[src/rtl/matrix_input_loader.sv]
`default_nettype none
// ============================================================================
// matrix_input_loader : turns parsed entries into row-major matrix_unit writes
// Rev 1.0
// ============================================================================
module matrix_input_loader #(
  parameter int MAX_DIM  = 5,
  parameter int ELEM_MIN = -128,
  parameter int ELEM_MAX = 127
) (
  input  logic        clk,
  input  logic        rst_n,
  input  logic        start,
  input  logic [2:0]  req_rows,
  input  logic [2:0]  req_cols,
  input  logic        in_valid,
  input  logic [15:0] in_data,
  input  logic        in_last,
  output logic        in_ready,
  input  logic        abort,
  output logic        mu_clear,
  output logic        mu_set_dims,
  output logic        mu_we,
  output logic [2:0]  mu_dims_r,
  output logic [2:0]  mu_dims_c,
  output logic [2:0]  mu_w_row,
  output logic [2:0]  mu_w_col,
  output logic [7:0]  mu_w_data,
  output logic        busy,
  output logic        done,
  output logic        err_dims,
  output logic        sat_flag,
  output logic [4:0]  count
);

  localparam logic [2:0]         MAX_D = 3'(MAX_DIM);
  localparam logic signed [15:0] EMIN  = 16'(ELEM_MIN);
  localparam logic signed [15:0] EMAX  = 16'(ELEM_MAX);

  typedef enum logic [2:0] {IDLE, DIMS, RECV, FILL, DONE} state_t;

  state_t      state, state_nx;
  logic [2:0]  rows, cols, row, col;
  logic [2:0]  rows_nx, cols_nx, row_nx, col_nx;
  logic [4:0]  count_nx;
  logic        sat_nx, set_dims_nx, clear_nx, err_nx, done_nx;
  logic [2:0]  dims_r_nx, dims_c_nx;
  logic        wr;
  logic [7:0]  wr_val;
  logic signed [15:0] din;
  logic [7:0]  clamp_val;
  logic        clamp_sat;
  logic        dims_ok, at_last, beat;

  assign din     = in_data;
  assign dims_ok = (req_rows != 3'd0) && (req_rows <= MAX_D) &&
                   (req_cols != 3'd0) && (req_cols <= MAX_D);
  assign at_last = (row == rows - 3'd1) && (col == cols - 3'd1);
  // in_ready is registered as "state is RECV", so it doubles as the state qualifier
  assign beat    = in_valid && in_ready;

  always_comb begin
    clamp_val = din[7:0];
    clamp_sat = 1'b0;
    if (din > EMAX) begin
      clamp_val = EMAX[7:0];
      clamp_sat = 1'b1;
    end else if (din < EMIN) begin
      clamp_val = EMIN[7:0];
      clamp_sat = 1'b1;
    end
  end

  always_comb begin
    state_nx    = state;
    rows_nx     = rows;
    cols_nx     = cols;
    row_nx      = row;
    col_nx      = col;
    count_nx    = count;
    sat_nx      = sat_flag;
    set_dims_nx = 1'b0;
    dims_r_nx   = '0;
    dims_c_nx   = '0;
    clear_nx    = 1'b0;
    err_nx      = 1'b0;
    done_nx     = 1'b0;
    wr          = 1'b0;
    wr_val      = '0;
    if (abort && state != IDLE) begin
      state_nx = IDLE;
      clear_nx = 1'b1;
    end else begin
      case (state)
        IDLE: begin
          if (start && !busy) begin
            if (dims_ok) begin
              state_nx    = DIMS;
              rows_nx     = req_rows;
              cols_nx     = req_cols;
              row_nx      = '0;
              col_nx      = '0;
              count_nx    = '0;
              sat_nx      = 1'b0;
              set_dims_nx = 1'b1;
              dims_r_nx   = req_rows;
              dims_c_nx   = req_cols;
            end else begin
              err_nx = 1'b1;
            end
          end
        end
        DIMS: state_nx = RECV;
        RECV: begin
          if (beat) begin
            wr     = 1'b1;
            wr_val = clamp_val;
            if (clamp_sat) sat_nx = 1'b1;
          end
          if (beat && at_last)   state_nx = DONE;
          else if (in_last)      state_nx = FILL;
        end
        FILL: begin
          wr = 1'b1;
          if (at_last) state_nx = DONE;
        end
        DONE: begin
          done_nx  = 1'b1;
          state_nx = IDLE;
        end
        default: state_nx = IDLE;
      endcase
    end
    if (wr) begin
      count_nx = count + 5'd1;
      if (col == cols - 3'd1) begin
        col_nx = '0;
        row_nx = row + 3'd1;
      end else begin
        col_nx = col + 3'd1;
      end
    end
  end

  always_ff @(posedge clk or negedge rst_n) begin
    if (!rst_n) begin
      state       <= IDLE;
      rows        <= '0;
      cols        <= '0;
      row         <= '0;
      col         <= '0;
      count       <= '0;
      sat_flag    <= 1'b0;
      in_ready    <= 1'b0;
      mu_clear    <= 1'b0;
      mu_set_dims <= 1'b0;
      mu_dims_r   <= '0;
      mu_dims_c   <= '0;
      mu_we       <= 1'b0;
      mu_w_row    <= '0;
      mu_w_col    <= '0;
      mu_w_data   <= '0;
      busy        <= 1'b0;
      done        <= 1'b0;
      err_dims    <= 1'b0;
    end else begin
      state       <= state_nx;
      rows        <= rows_nx;
      cols        <= cols_nx;
      row         <= row_nx;
      col         <= col_nx;
      count       <= count_nx;
      sat_flag    <= sat_nx;
      in_ready    <= (state_nx == RECV);
      mu_clear    <= clear_nx;
      mu_set_dims <= set_dims_nx;
      mu_dims_r   <= dims_r_nx;
      mu_dims_c   <= dims_c_nx;
      mu_we       <= wr;
      mu_w_row    <= wr ? row : 3'd0;
      mu_w_col    <= wr ? col : 3'd0;
      mu_w_data   <= wr_val;
      // the done cycle still counts as busy so a start there is ignored
      busy        <= (state_nx != IDLE) || done_nx;
      done        <= done_nx;
      err_dims    <= err_nx;
    end
  end

endmodule
`default_nettype wire

[config.mk]
export PLATFORM = sky130hd
export DESIGN_NAME = matrix_input_loader
export DESIGN_NICKNAME = d
export VERILOG_FILES = /design/src/rtl/matrix_input_loader.sv
export SDC_FILE = /design/constraint.sdc
export NUM_CORES = 1
export LEC_CHECK = 0
export CORE_ASPECT_RATIO = 0.7
export CORE_UTILIZATION = 45
export DETAILED_ROUTE_END_ITERATION = 10
export PLACE_DENSITY = 0.77
export SYNTH_ARGS = -nofsm -noshare
export SYNTH_HDL_FRONTEND = slang
export SYNTH_SLANG_ARGS = --single-unit
[constraint.sdc]
create_clock -name clk -period 4.1 [get_ports clk]
set_clock_uncertainty 0.05 [all_clocks]
set_input_delay 0.82 -clock clk [delete_from_list [all_inputs] [get_ports clk]]
set_output_delay 0.82 -clock clk [all_outputs]
set_load 0.01 [all_outputs]
==> impl_table.tex <==
\begin{tabular}{lr}
\hline
Metric & Value \\
\hline
\multicolumn{2}{l}{\textbf{Status}} \\
\quad Status & complete, no violations \\
\multicolumn{2}{l}{\textbf{Clock network}} \\
\quad Number of gates given a new drive strength after cts & 0 \\
\quad Cts hold-fix bufs & 0 \\
\quad TritonCTS buffer count & 5 \\
\quad Setup fix buffers added after clock tree synthesis & 0 \\
\quad Maximum clock insertion buffer count & 2 \\
\quad Number of clock sinks seen by CTS & 48 \\
\quad Clk root buf & sky130\_fd\_sc\_hd\_\_clkbuf\_8 \\
\quad Number of levels in the clock H-tree & 2 \\
\quad Clk slew on worst S/H paths & 0.08 ns \\
\quad TritonCTS clock tree & done \\
\quad Clock latency reported for the late side of the worst-skew pair & 0.30 ns \\
\multicolumn{2}{l}{\textbf{Timing}} \\
\quad Portion of the clock cycle consumed by the worst path in the final layout & 61.6\% \\
\quad Final count of hold timing violations & 0 \\
\quad Post-layout minimum cycle time & 2.53 ns \\
\quad Total count of max-transition violations in the final report & 0 \\
\quad Least-Margin Pin Slew & 1.02 ns \\
\quad Worst Slack Setup Final & 1.57 ns \\
\quad Min Hold Slack & 0.430 ns \\
\quad Max Clock Freq & 0.396 GHz \\
\quad Setup-failing EPs final & 0 \\
\quad Setup repair after global routing missed its margin & no \\
\quad Max-Slew Margin vs Limit & 32.2\% \\
\quad Aggregate negative setup slack & 0 ns \\
\multicolumn{2}{l}{\textbf{Route}} \\
\quad Met2 layer wire length in the routed design & 1700 um \\
\quad Met3 routed WL & 281 um \\
\quad WL met1 & 2080 um \\
\quad Pre-antenna DRT Iters & 4 \\
\quad Wirelength, routed & 4110 um \\
\quad Violation count after the first detailed-route iteration & 82 \\
\quad Antenna Nets Post-Route & 0 \\
\quad Top routing layer used & met4 \\
\quad Residual DRC count & 0 \\
\quad Number of vias per cell & 5.23 \\
\quad Final routed wire length divided by cell count & 13.9 um \\
\quad Via total after detailed routing & 1543 \\
\multicolumn{2}{l}{\textbf{Synth}} \\
\quad Cell accounting for the most synthesized area & sky130\_fd\_sc\_hd\_\_dfrtp\_1 \\
\quad Share of synthesized flip-flops with an asynchronous set or reset & 100\% \\
\quad Cells taking the most area after synthesis & sky130\_fd\_sc\_hd\_\_dfrtp\_1 58\%, sky130\_fd\_sc\_hd\_\_nor2\_1 3.6\%, sky130\_fd\_sc\_hd\_\_ha\_1 3.0\% \\
\quad Post-synthesis sequential area ratio & 57.9\% \\
\quad Count of flip-flops with a built-in enable after synthesis & 0 \\
\quad Summed instance area of the synthesized netlist & 2070 sq um \\
\quad Warning count from the yosys run & 0 \\
\quad Synth top area share & 57.9\% \\
\quad Post-synthesis instance total & 176 \\
\quad Syn nets & 209 \\
\quad Count leader, synth & sky130\_fd\_sc\_hd\_\_dfrtp\_1 \\
\quad Most common library cells after synthesis & 48 x sky130\_fd\_sc\_hd\_\_dfrtp\_1, 20 x sky130\_fd\_sc\_hd\_\_nor2\_1, 8 x sky130\_fd\_sc\_hd\_\_a21o\_1 \\
\quad Mapped Avg Cell Area & 11.8 sq um \\
\quad Flip-flop cell with the highest count after synthesis & sky130\_fd\_sc\_hd\_\_dfrtp\_1 \\
\quad Post-synthesis sequential element count & 48 \\
\quad Synth cell types & 48 \\
\multicolumn{2}{l}{\textbf{Power and ir drop}} \\
\quad Pwr per Cell Area & 464 nW/um\^{}2 \\
\quad Worst vdd rail ir drop & 0.236 mV \\
\quad Design Power & 1.31 mW \\
\quad Pleak & 1.34 nW \\
\multicolumn{2}{l}{\textbf{Final layout}} \\
\quad Footprint of the multi-input gates & 833 sq um \\
\quad Share of cells above drive strength 1 & 7.50\% \\
\quad Count of non-filler cells in the finished layout & 295 \\
\quad Total number of nets in the final design & 273 \\
\quad Synthesis-to-layout area growth & 36.0\% \\
\quad Sequential cell area & 1200 sq um \\
\quad Diodes inserted & 0 \\
\quad Fill cell total of the finished layout & 367 \\
\multicolumn{2}{l}{\textbf{Placed design}} \\
\quad Placer's final routability congestion estimate & 0.785 \\
\quad Post-detailed-placement half-perimeter wirelength & 3070 um \\
\quad Worst Setup Slack post-DPL & 1.29 ns \\
\quad Number of I/O port buffers & 60 \\
\quad Post-placement cell count & 288 \\
\multicolumn{2}{l}{\textbf{Die}} \\
\quad Horiz. Die Dim & 83.2 um \\
\quad Height of the die & 58.8 um \\
\quad Initial cell density of the core & 47.4\% \\
\quad Number of cell rows & 20 \\
\quad I/O Pins & 61 \\
\quad Placeable core area & 4380 sq um \\
\quad Die outline area & 4890 sq um \\
\multicolumn{2}{l}{\textbf{Worst hold path}} \\
\quad Tightest Hold Check Type & flop to flop \\
\multicolumn{2}{l}{\textbf{Worst setup path}} \\
\quad Crit path largest cell delay & 0.48 ns \\
\quad Type of the worst setup path & input pin to flop \\
\quad Arrival time at the worst endpoint & 2.66 ns \\
\quad Cell chain of the critical path & clkdlybuf4s50\_1, nor2\_1, nand3\_1, inv\_2, a21oi\_2, a221o\_1 \\
\quad Worst-path fanout max & 14 \\
\quad Standard cell with the maximum stage delay on the critical path & sky130\_fd\_sc\_hd\_\_clkdlybuf4s50\_1 \\
\quad Startpoint type of the worst setup path & input pin \\
\quad Required time at the worst-slack endpoint & 4.24 ns \\
\quad Kind of end point of the critical path & flop \\
\multicolumn{2}{l}{\textbf{GRT}} \\
\quad GRT overflow & 0 \\
\quad First-pass GRT wire length & 6730 um \\
\quad Vias in the first global route & 1401 \\
\quad GRT Util Overall & 18.0\% \\
\quad Pin count of the biggest net entering global routing & 49 \\
\quad Initial antenna violation count & 0 \\
\multicolumn{2}{l}{\textbf{Flow run}} \\
\quad Number of max-cap violations & 0 \\
\hline
\end{tabular}
-- power by group --
part / switching, mW / total [mW] / internal, mW
registers: 0.0621 / 0.605 / 0.542
clock network: 0.145 / 0.296 / 0.150
logic: 0.195 / 0.409 / 0.213
-- cell type report --
type / instances / share of cell area (%)
Sequential cell: 48 / 42.6
Multi-Input combinational cell: 118 / 29.5
Timing Repair Buffer: 60 / 21.1
Clock buffer: 7 / 3.41
Tap cell: 55 / 2.44
Inverter: 7 / 0.931
-- registers in the layout (all words and copies together), names as in the netlist, 3 cells and up --
register	flops
mu_w_data	8
count	5
col	3
cols	3
mu_dims_c	3
mu_dims_r	3
mu_w_col	3
mu_w_row	3
row	3
rows	3
state	3
-- worst max-delay path: cells and delay by family --
kind	cells	cell delay (ns)
AOI/OAI and AO/OA	2	0.48
buffers and inverters	2	0.78
and+or+nand+nor	2	0.58
-- kinds of logic (layout without fill, tap and decap cells) --
| kind of cell | count (synthesis) | in the layout | share of synthesized area, % |
|---|---|---|---|
| AOI/OAI and AO/OA | 34 | 34 | 12.8 |
| xor gates and xnor gates | 9 | 9 | 5.19 |
| adders and majority gates | 5 | 5 | 3.02 |
| buffers and inverters | 10 | 74 | 1.93 |
| DFF | 48 | 48 | 57.9 |
| muxes | 2 | 2 | 1.09 |
| and+or+nand+nor | 68 | 68 | 18.1 |
-- worst paths after layout --
kind	endpoint	slack (ns)	start	cells past startpoint
min reg2reg	rows[1]	0.43	rows[1]	1
max in group asynchronous	err_dims	2.73	rst_n	1
max	col[2]	1.57	abort	6
max reg2reg	col[2]	2.10	state[2]	5
min	rows[1]	0.43	rows[1]	1
min in group asynchronous	mu_w_col[2]	0.64	rst_n	1
-- routing by layer --
metal / vias up / global-route usage (%)
met5: - / 0
met4: 0 / 5.91
met3: 7 / 6.03
met2: 48 / 26.1
met1: 736 / 25.6
li1: 752 / -
-- metrics by stage --
| step | utilization [%] | instance area [sq um] |
|---|---|---|
| finish | 64.4 | 2820 |
| global route | 64.4 | 2820 |
| CTS | 64.4 | 2820 |
| detailed placement | 62.2 | 2730 |
| global placement | 62.2 | 2730 |
| floorplan | - | 2070 |
-- cell usage in the layout, fill, tap and decap left out, drive strengths merged, types with 3 or more instances in the layout --
cell type	n
inv	7
a21oi	4
o21ai	6
nor2	20
a22o	3
clkdlybuf4s50	59
nand2b	5
and3	6
and2	7
nand3	4
nand4	3
nand2	7
xnor2	5
a21o	8
clkbuf	7
dfrtp	48
nor3	3
ha	5
(Power assumes the default switching activity.)
